===== config.mk =====
export PLATFORM = sky130hd
export DESIGN_NAME = popcnt_arbiter
export DESIGN_NICKNAME = d
export VERILOG_FILES = /design/src/rtl/popcnt_arbiter.sv
export SDC_FILE = /design/constraint.sdc
export NUM_CORES = 1
export LEC_CHECK = 0
export CAP_MARGIN = 10
export CORE_MARGIN = 2
export CORE_UTILIZATION = 30
export DETAILED_ROUTE_END_ITERATION = 16
export RECOVER_POWER = 50
export SYNTH_ARGS = -nofsm -noshare
export SYNTH_HDL_FRONTEND = slang
export SYNTH_SLANG_ARGS = --single-unit
export TNS_END_PERCENT = 100

===== constraint.sdc =====
create_clock -name clk -period 7.65 [get_ports clk]
set_input_delay 1.53 -clock clk [delete_from_list [all_inputs] [get_ports clk]]
set_output_delay 1.53 -clock clk [all_outputs]
set_load 0.01 [all_outputs]

===== src/rtl/popcnt_arbiter.sv =====
// Arbitrated 64-bit popcount engine: grants one requester, counts its word, returns count + ID.
// Define POPCNT_ARB_RR_EN for round-robin arbitration; otherwise fixed priority (lowest index wins).
//
// state | meaning
// IDLE  | arbitrate, drive req_ready to the winner, latch word on handshake
// LOAD  | ones-counter evaluates op_reg, result registered into rsp_*
// COUNT | raise rsp_valid
// RESP  | hold response until rsp_ready
module popcnt_arbiter #(
   parameter int NREQ = 4,
   parameter int DW   = 64,
   parameter int CW   = $clog2(DW + 1),
   parameter int IDW  = $clog2(NREQ)
) (
   input  logic               clk,
   input  logic               rst_n,
   input  logic [NREQ-1:0]    req_valid,
   input  logic [NREQ*DW-1:0] req_data,
   output logic [NREQ-1:0]    req_ready,
   output logic               rsp_valid,
   input  logic               rsp_ready,
   output logic [IDW-1:0]     rsp_id,
   output logic [CW-1:0]      rsp_count,
   output logic               rsp_onehot,
   output logic               rsp_onecold,
   output logic               busy
);

   typedef enum logic [1:0] {IDLE, LOAD, COUNT, RESP} state_t;

   state_t          state;
   logic [DW-1:0]   op_reg;
   logic [IDW-1:0]  id_reg;
   logic [IDW-1:0]  win;
   logic            found;
   logic [NREQ-1:0] grant_oh;
   logic [CW-1:0]   cnt;

`ifdef POPCNT_ARB_RR_EN
   logic [IDW-1:0]  ptr;
`endif

   always_comb begin
      found = 1'b0;
      win   = '0;
`ifdef POPCNT_ARB_RR_EN
      // search begins one past the last winner
      for (int k = 1; k <= NREQ; k++) begin
         if (!found && req_valid[(int'(ptr) + k) % NREQ]) begin
            found = 1'b1;
            win   = IDW'((int'(ptr) + k) % NREQ);
         end
      end
`else
      for (int i = 0; i < NREQ; i++) begin
         if (!found && req_valid[i]) begin
            found = 1'b1;
            win   = IDW'(i);
         end
      end
`endif
      grant_oh = found ? (NREQ'(1) << win) : '0;
   end

   assign req_ready = (state == IDLE) ? grant_oh : '0;
   assign busy      = (state != IDLE);

   always_comb begin
      cnt = '0;
      for (int i = 0; i < DW; i++) begin
         cnt = cnt + CW'(op_reg[i]);
      end
   end

   always_ff @(posedge clk or negedge rst_n) begin
      if (!rst_n) begin
         state       <= IDLE;
         op_reg      <= '0;
         id_reg      <= '0;
         rsp_valid   <= 1'b0;
         rsp_id      <= '0;
         rsp_count   <= '0;
         rsp_onehot  <= 1'b0;
         rsp_onecold <= 1'b0;
`ifdef POPCNT_ARB_RR_EN
         ptr         <= IDW'(NREQ - 1);
`endif
      end else begin
         case (state)
            IDLE: begin
               if (found) begin
                  op_reg <= req_data[int'(win)*DW +: DW];
                  id_reg <= win;
`ifdef POPCNT_ARB_RR_EN
                  ptr    <= win;
`endif
                  state  <= LOAD;
               end
            end
            LOAD: begin
               rsp_count   <= cnt;
               rsp_onehot  <= (cnt == CW'(1));
               rsp_onecold <= (cnt == CW'(DW - 1));
               rsp_id      <= id_reg;
               state       <= COUNT;
            end
            COUNT: begin
               rsp_valid <= 1'b1;
               state     <= RESP;
            end
            RESP: begin
               if (rsp_ready) begin
                  rsp_valid <= 1'b0;
                  state     <= IDLE;
               end
            end
            default: state <= IDLE;
         endcase
      end
   end

endmodule

==> run summary, run 1 <==
run status -> finished with violations
failing checks -> capacitance limit, slew limit
crit share post-route -> 0.8519
Worst Path Required -> 7890 ps
Largest register FFs -> 64
Syn Nets -> 1183
Post-Place Cells -> 1383
vias in the first global route -> 7448
initial DRC count -> 389
final hold vios -> 0
DRC Markers -> 0
Synth async-reset ratio -> 1.000
final wirelength -> 26310 µm
Crit Path Max Fanout -> 6
post-synth top area cell -> dfrtp_1
clock latency on the worst-skew pair -> 340 ps
starting density of the core -> 0.3045
FP Rows -> 58
Hold Crit Class -> flip-flop to flip-flop
MaxCap Viol Count -> 1
Fin Setup TNS -> 0 ps
Final Max Slew Viols -> 81
Final Non-Filler Cells -> 1399
CP dominant cell by count -> fa_1
GRT overflow -> 0
core area -> 25040 µm²
WL/cell -> 18.80 µm
endpoints failing setup -> 0
initial antenna violation count -> 0
post-route ant nets -> 0
CP endpoint kind -> flip-flop
clock sinks -> 80
beginning of the worst register-to-register path -> op_reg[53]
Clock Tree Root -> clkbuf_16
TritonCTS clock tree -> done
Worst setup SP type -> flip-flop
Synth Area in Simple Gates -> 0.1101
CTS H-tree lvls -> 3
slew margin rel. -> -1.886
Critical R2R Capture -> rsp_onecold
# IOs -> 280
die width -> 163.4 µm
Slowest-stage cell, CP -> fa_1
FMAX -> 153.4 MHz
critical path, cell by cell -> fa_1 -> inv_1 -> fa_1 -> inv_1 -> fa_1 -> inv_1 -> fa_1 -> inv_1 -> fa_1 -> inv_1 -> fa_1 -> fa_1 -> fa_1 -> inv_1 -> ha_1 -> fa_1 -> and3_1 -> o21ai_0 -> nand4_1 -> o41ai_2
post-synthesis adder-cell area fraction -> 0.1730
crit path to -> rsp_onecold
vias per std cell -> 5.104
CP Class -> flip-flop to flip-flop
CTS Hold Bufs -> 0
RSZ-0062 raised after global routing -> false
final instance area -> 10910 µm²
yosys warns -> 0
Vias -> 7140
Final #Nets -> 1400
multiplexer area fraction after synthesis -> 0.004431
Post-DP Area -> 10570 µm²
first-pass GRT wire length -> 40970 µm
Post-CTS Setup Repair Bufs -> 0
post-synth top area share -> 0.2626
Post-synth top flop -> dfrtp_1
post-synthesis compound-gate area fraction -> 0.3527
largest net degree at the start of global routing -> 82
most frequent cells in the layout -> 270 x clkdlybuf4s50_1, 93 x inv_1, 80 x dfrtp_1
syn avg cell area -> 9.001 µm²
Reg clk slew, reported paths -> 60 ps
Post-Synthesis Cells -> 847
port buffer count -> 279
Max Root-Sink Buffers -> 2
layout filler cell count -> 2514
DRT Pass-1 Iters -> 5
Max stage delay on crit path -> 540 ps
worst reg2reg setup slack -> 1130 ps
sequential share of the synthesized area -> 0.2626
XOR/XNOR Fraction of Synth Area -> 0.001149
Layout area overhead -> 43.12%
main area contributors after synthesis -> dfrtp_1 26%, fa_1 14%, o211a_1 8.4%
share of layout cells above drive strength 1 -> 0.04490
Worst Setup SP -> op_reg[53]
placer's final routability congestion estimate -> 0.8570
most common cell after layout, fill and taps aside -> clkdlybuf4s50_1
R2R cell count -> 20
synthesized area -> 7624 µm²
Yosys reg bits -> 80
diodes inserted -> 0
worst slew pin tran -> 4329 ps
largest family of logic cells by synthesized area -> compound AO/OA/AOI/OAI gates
TritonCTS buffer count -> 9
Post-CTS Resized -> 0
Synth cell types -> 49
min cycle time layout -> 6517 ps
DP HPWL -> 19650 µm
CP arrival -> 6750 ps
EDFF count, synth -> 0
Die H -> 163.4 µm
All-Layer GR Usage -> 0.1978
DIE AREA -> 26700 µm²
Clock Skew -> 7.372 ps
==> critical path: cells and delay by family (launching register included) <==
family                   cells  cell delay [ps]
adder cells (fa/ha/maj)     10             4520
AO/OA/AOI/OAI                2              810
flip-flops                   1              410
AND/OR/NAND/NOR              2              370
buffers and inverters        6              300
==> cell families after synthesis <==
logic type / count (synthesis)
simple gates: 162
buf+inv: 180
flops: 80
fa+ha+maj: 73
compound gates: 348
xor+xnor: 1
mux: 3
==> cell type report <==
type                    instances  area, µm²  area share
multi-input cells             587       4928      0.4517
repair buffers                291       2867      0.2627
flip-flops and latches         80       2002      0.1835
well taps                     330      412.9     0.03784
inverters                      95      356.6     0.03268
clock buffers                  10      229.0     0.02099
clock inverters                 6      115.1     0.01055
==> metrics by stage <==
stage	hold slack (ps)	utilization	setup slack (ps)
3_5_place_dp	466.7	0.4222	1092
6_report	480.2	0.4358	1133
4_1_cts	481.0	0.4359	1088
2_1_floorplan	444.4	-	1476
3_3_place_gp	461.8	0.4222	1270
5_1_grt	502.6	0.4358	766.3
==> synthesized netlist by cell type (5+ instances only) <==
cell type  number
nor2_1          8
o21ai_0         6
fa_1           54
nand2_1        68
buf_2          42
inv_1          94
buf_1           5
ha_1           19
clkbuf_1       37
a21oi_1        68
nand2b_1       69
o211a_1        64
o31ai_1        64
a211o_1        64
a211oi_1       64
dfrtp_1        80
==> worst min path at each step <==
stage	start	end	slack, ps	depth (start not counted)
final	op_reg[6]	op_reg[6]	480	2
after global routing	op_reg[10]	op_reg[10]	500	2
after CTS	op_reg[10]	op_reg[10]	480	2
after detailed placement	op_reg[10]	op_reg[10]	470	2
after global placement	op_reg[10]	op_reg[10]	460	2
after floorplan	id_reg[0]	id_reg[0]	440	2
==> layer usage <==
metal	wire length (µm)	up-vias	track usage
met4	338	0	0.04103
met1	11650	3421	0.2582
met2	12700	223	0.3383
li1	-	3474	-
met5	0	-	0
met3	1612	22	0.04114
Power of run 1 is not shown: default switching activity piles up to over one toggle a cycle in this logic, so the estimate is an artifact.
==> run 2, diff against run 1 <==
--- a/config.mk
+++ b/config.mk
@@ -6,7 +6,7 @@
 export NUM_CORES = 1
 export LEC_CHECK = 0
 export CAP_MARGIN = 10
-export CORE_MARGIN = 2
+export CORE_MARGIN = 5
 export CORE_UTILIZATION = 30
 export DETAILED_ROUTE_END_ITERATION = 16
 export RECOVER_POWER = 50
==> run summary, run 2 (synthesized netlist as in run 1, its figures left out) <==
run status -> finished with violations
failing checks -> capacitance limit, slew limit
DRT Pass-1 Iters -> 4 (-1)
vias in the first global route -> 7513 (+0.87%)
All-Layer GR Usage -> 0.1849 (-0.01289)
hold depth -> 2 (unchanged)
post-route ant nets -> 0 (unchanged)
largest net degree at the start of global routing -> 81 (-1.2%)
Worst Setup SP -> op_reg[53]
endpoints failing setup -> 0 (unchanged)
Post-Place Cells -> 1384 (+0.072%)
starting density of the core -> 0.3036 (-0.0008801)
WL/cell -> 19.29 µm (+2.6%)
DP HPWL -> 20540 µm (+4.5%)
worst slew pin tran -> 4342 ps (+12.12 ps)
TritonCTS clock tree -> done
beginning of the worst register-to-register path -> op_reg[53]
CP endpoint kind -> flip-flop
final hold vios -> 0 (unchanged)
RSZ-0062 raised after global routing -> false
crit share post-route -> 0.8523 (about the same)
min cycle time layout -> 6520 ps (+3.020 ps)
FP Rows -> 58 (unchanged)
clock latency on the worst-skew pair -> 340 ps (about the same)
Reg clk slew, reported paths -> 60 ps (about the same)
slew margin rel. -> -1.894 (-0.008080)
first-pass GRT wire length -> 42120 µm (+2.8%)
most frequent cells in the layout -> 272 x clkdlybuf4s50_1, 93 x inv_1, 80 x dfrtp_1
Clock Tree Root -> clkbuf_16
FMAX -> 153.4 MHz (about the same)
placer's final routability congestion estimate -> 0.8428 (-1.7%)
initial antenna violation count -> 0 (unchanged)
Final Max Slew Viols -> 119 (+47%)
CP Class -> flip-flop to flip-flop
Die H -> 169.4 µm (+3.7%)
DRC Markers -> 0 (unchanged)
Post-CTS Resized -> 0 (unchanged)
DIE AREA -> 28700 µm² (+7.5%)
R2R cell count -> 20 (unchanged)
Layout area overhead -> 42.44%
share of layout cells above drive strength 1 -> 0.04393 (-0.0009765)
final wirelength -> 27010 µm (+2.7%)
Vias -> 7210 (+0.98%)
vias per std cell -> 5.150 (+0.91%)
Worst Path Required -> 7880 ps (about the same)
Final #Nets -> 1401 (+0.071%)
CTS Hold Bufs -> 0 (unchanged)
CTS H-tree lvls -> 3 (unchanged)
Final Non-Filler Cells -> 1400 (+0.071%)
die width -> 169.4 µm (+3.7%)
fin util -> 0.4325 (-0.003302)
# IOs -> 280 (unchanged)
clock sinks -> 80 (unchanged)
Largest register FFs -> 64 (unchanged)
Post-CTS Setup Repair Bufs -> 0 (unchanged)
Max Root-Sink Buffers -> 2 (unchanged)
Hold Crit Class -> flip-flop to flip-flop
Fin Setup TNS -> 0 ps (unchanged)
Hold Startpoint -> op_reg[52]
initial DRC count -> 309 (-21%)
layout filler cell count -> 2562 (+1.9%)
Clock Skew -> 6.119 ps (-1.253 ps)
Worst setup SP type -> flip-flop
most common cell after layout, fill and taps aside -> clkdlybuf4s50_1
TritonCTS buffer count -> 9 (unchanged)
MaxCap Viol Count -> 2 (+1)
Crit Path Max Fanout -> 6 (unchanged)
CP arrival -> 6750 ps (about the same)
GRT overflow -> 0 (unchanged)
core area -> 25110 µm² (+0.29%)
diodes inserted -> 0 (unchanged)
port buffer count -> 279 (unchanged)
[run 2: stage by stage]
stage          hold WS (ps)  cell area, µm²  setup WS (ps)
6_report              479.7           10860           1130
5_1_grt               502.0           10860          867.0
4_1_cts               485.6           10870           1162
3_5_place_dp          471.4           10580           1169
3_3_place_gp          467.3           10580           1233
2_1_floorplan         444.4            7624           1476
[run 2: layout make-up]
type | instances | area [µm²] | area share
clock buffer | 10 | 229.0 | 0.02109
clock inverter | 6 | 60.06 | 0.005531
inverter | 95 | 356.6 | 0.03284
multi-input combinational | 587 | 4926 | 0.4536
sequential | 80 | 2002 | 0.1844
tap | 330 | 412.9 | 0.03802
timing repair buffer | 292 | 2873 | 0.2645
[run 2: final timing paths]
| path | to | slack (ps) |
|---|---|---|
| worst max-delay path | rsp_onehot | 1130 |
| worst min-delay path | op_reg[52] | 480 |
| worst max register to register | rsp_onehot | 1130 |
| worst min register to register | op_reg[52] | 480 |
| max in group asynchronous | op_reg[0] | 2480 |
| min in group asynchronous | state[1] | 2710 |
[run 2: critical path: stages, from the launching register on]
cell,delay (ps)
dfrtp_1,400
fa_1,530
inv_1,50
fa_1,490
inv_1,60
fa_1,480
inv_1,50
fa_1,490
inv_1,50
fa_1,470
inv_1,50
fa_1,520
fa_1,430
fa_1,500
inv_1,40
ha_1,210
fa_1,400
and3_1,190
o21ai_0,480
a221oi_1,210
a32o_1,300
[run 2: per-layer routing]
metal	share of wire	GRT usage
met1	0.44	0.2444
met4	0.015	0.03640
met5	0	0
met3	0.060	0.04263
met2	0.49	0.3128
Power of run 2 is left out for the same reason.
==> run 3, diff against run 2 <==
--- a/config.mk
+++ b/config.mk
@@ -6,11 +6,11 @@
 export NUM_CORES = 1
 export LEC_CHECK = 0
 export CAP_MARGIN = 10
-export CORE_MARGIN = 5
+export CORE_MARGIN = 3
 export CORE_UTILIZATION = 30
 export DETAILED_ROUTE_END_ITERATION = 16
+export PLACE_DENSITY = 0.56
 export RECOVER_POWER = 50
 export SYNTH_ARGS = -nofsm -noshare
 export SYNTH_HDL_FRONTEND = slang
 export SYNTH_SLANG_ARGS = --single-unit
-export TNS_END_PERCENT = 100
==> run summary, run 3 (synthesized netlist as in run 1, its figures left out) <==
endpoints failing setup -> 0 (unchanged)
min cycle time layout -> 6429 ps (-90.53 ps)
Vias -> 7143 (-0.93%)
DRT Pass-1 Iters -> 4 (unchanged)
Final #Nets -> 1401 (unchanged)
failing checks -> capacitance limit, slew limit
crit share post-route -> 0.8404 (-0.01183)
# IOs -> 280 (unchanged)
WL/cell -> 19.41 µm (+0.61%)
placer's final routability congestion estimate -> 0.8534 (+1.3%)
final hold vios -> 0 (unchanged)
post-route ant nets -> 0 (unchanged)
final wirelength -> 27060 µm (+0.17%)
FMAX -> 155.5 MHz (+1.4%)
vias in the first global route -> 7142 (-4.9%)
CP endpoint kind -> flip-flop
DIE AREA -> 27360 µm² (-4.7%)
Clock Tree Root -> clkbuf_16
Worst Path Required -> 7870 ps (about the same)
Post-CTS Resized -> 0 (unchanged)
vias per std cell -> 5.124 (-0.50%)
FP Rows -> 57 (-1.7%)
Crit Path Max Fanout -> 6 (unchanged)
Largest register FFs -> 64 (unchanged)
Hold Crit Class -> flip-flop to flip-flop
Die H -> 165.4 µm (-2.4%)
initial antenna violation count -> 0 (unchanged)
CP Class -> flip-flop to flip-flop
CP arrival -> 6650 ps (-100 ps)
largest net degree at the start of global routing -> 81 (unchanged)
run status -> finished with violations
RSZ-0062 raised after global routing -> false
share of layout cells above drive strength 1 -> 0.04486 (+0.0009346)
area of the multi-input gates -> 4928 µm² (about the same)
FF/Latch Area -> 2002 µm² (unchanged)
Final Max Slew Viols -> 81 (-32%)
DRC Markers -> 0 (unchanged)
slew margin rel. -> -1.958 (-0.06365)
initial DRC count -> 365 (+18%)
Worst setup SP type -> flip-flop
most common cell after layout, fill and taps aside -> clkdlybuf4s50_1
MaxCap Viol Count -> 1 (-1)
diodes inserted -> 0 (unchanged)
first-pass GRT wire length -> 41140 µm (-2.3%)
layout filler cell count -> 2505 (-2.2%)
Fin Setup TNS -> 0 ps (unchanged)
worst slew pin tran -> 4437 ps (+95.47 ps)
most frequent cells in the layout -> 271 x clkdlybuf4s50_1, 93 x inv_1, 80 x dfrtp_1
core area -> 24680 µm² (-1.7%)
starting density of the core -> 0.3089 (+0.005327)
clock sinks -> 80 (unchanged)
Reg clk slew, reported paths -> 60 ps (about the same)
Post-CTS Setup Repair Bufs -> 0 (unchanged)
TritonCTS buffer count -> 9 (unchanged)
clock latency on the worst-skew pair -> 340 ps (about the same)
Max Root-Sink Buffers -> 2 (unchanged)
All-Layer GR Usage -> 0.1948 (+0.009899)
GRT overflow -> 0 (unchanged)
Clock Skew -> 8.592 ps (+2.473 ps)
DP HPWL -> 20150 µm (-1.9%)
die width -> 165.4 µm (-2.4%)
CTS H-tree lvls -> 3 (unchanged)
port buffer count -> 279 (unchanged)
TritonCTS clock tree -> done
CTS Hold Bufs -> 0 (unchanged)
Layout area overhead -> 42.54% (about the same)
-- run 3: cell types whose count changed in the layout (fill, tap and decap cells not counted) --
cell / previous run / this run
clkinv_2: 3 / 0
buf_2: 1 / 2
clkbuf_8: 0 / 1
clkdlybuf4s50_1: 272 / 271
clkinv_4: 0 / 1
dlygate4sd3_1: 4 / 5
nor2_1: 9 / 8
nor2_2: 0 / 1
-- run 3: area by class of cell --
cell class | count | area share
tap | 324 | 0.03731
clock inverter | 4 | 0.004951
sequential | 80 | 0.1842
clock buffer | 12 | 0.02268
multi-input combinational | 587 | 0.4535
timing repair buffer | 292 | 0.2645
inverter | 95 | 0.03282
-- run 3: path summary, 6_finish.rpt --
check | start | endpoint | slack [ps] | depth (start not counted)
setup reg to reg | op_reg[53] | rsp_onehot | 1220 | 20
hold reg to reg | id_reg[0] | id_reg[0] | 470 | 2
hold / removal | id_reg[0] | id_reg[0] | 470 | 2
min in group asynchronous | rst_n | op_reg[60] | 2700 | 1
setup / recovery | op_reg[53] | rsp_onehot | 1220 | 20
max in group asynchronous | rst_n | op_reg[0] | 2360 | 1
-- run 3: layer usage --
layer | GRT usage | wire (µm) | up-vias
met3 | 0.04390 | 1641 | 12
li1 | - | - | 3477
met4 | 0.02911 | 210 | 0
met5 | 0 | 0 | -
met2 | 0.3254 | 13170 | 193
met1 | 0.2643 | 12030 | 3461
-- run 3: worst max-delay path: stages, from the launching register on --
cell and delay [ps]:
dfrtp_1 400, fa_1 540, inv_1 50, fa_1 470, inv_1 50, fa_1 470, inv_1 50, fa_1 490
inv_1 50, fa_1 470, inv_1 50, fa_1 510, fa_1 420, fa_1 490, inv_1 50, ha_1 210
fa_1 400, and3_1 190, o21ai_0 470, a221oi_1 190, a32o_1 290
-- run 3: metrics by stage --
stage | hold slack (ps) | util | instances | setup slack [ps] | cell area [µm²]
detailed placement | 465.1 | 0.4284 | 1378 | 1231 | 10570
global placement | 460.5 | 0.4284 | 1378 | 1272 | 10570
CTS | 479.3 | 0.4405 | 1394 | 1215 | 10870
global route | 509.6 | 0.4404 | 1394 | 904.6 | 10870
floorplan | 444.4 | - | 847 | 1476 | 7624
finish | 474.4 | 0.4404 | 1394 | 1221 | 10870
Power of run 3 is left out for the same reason.
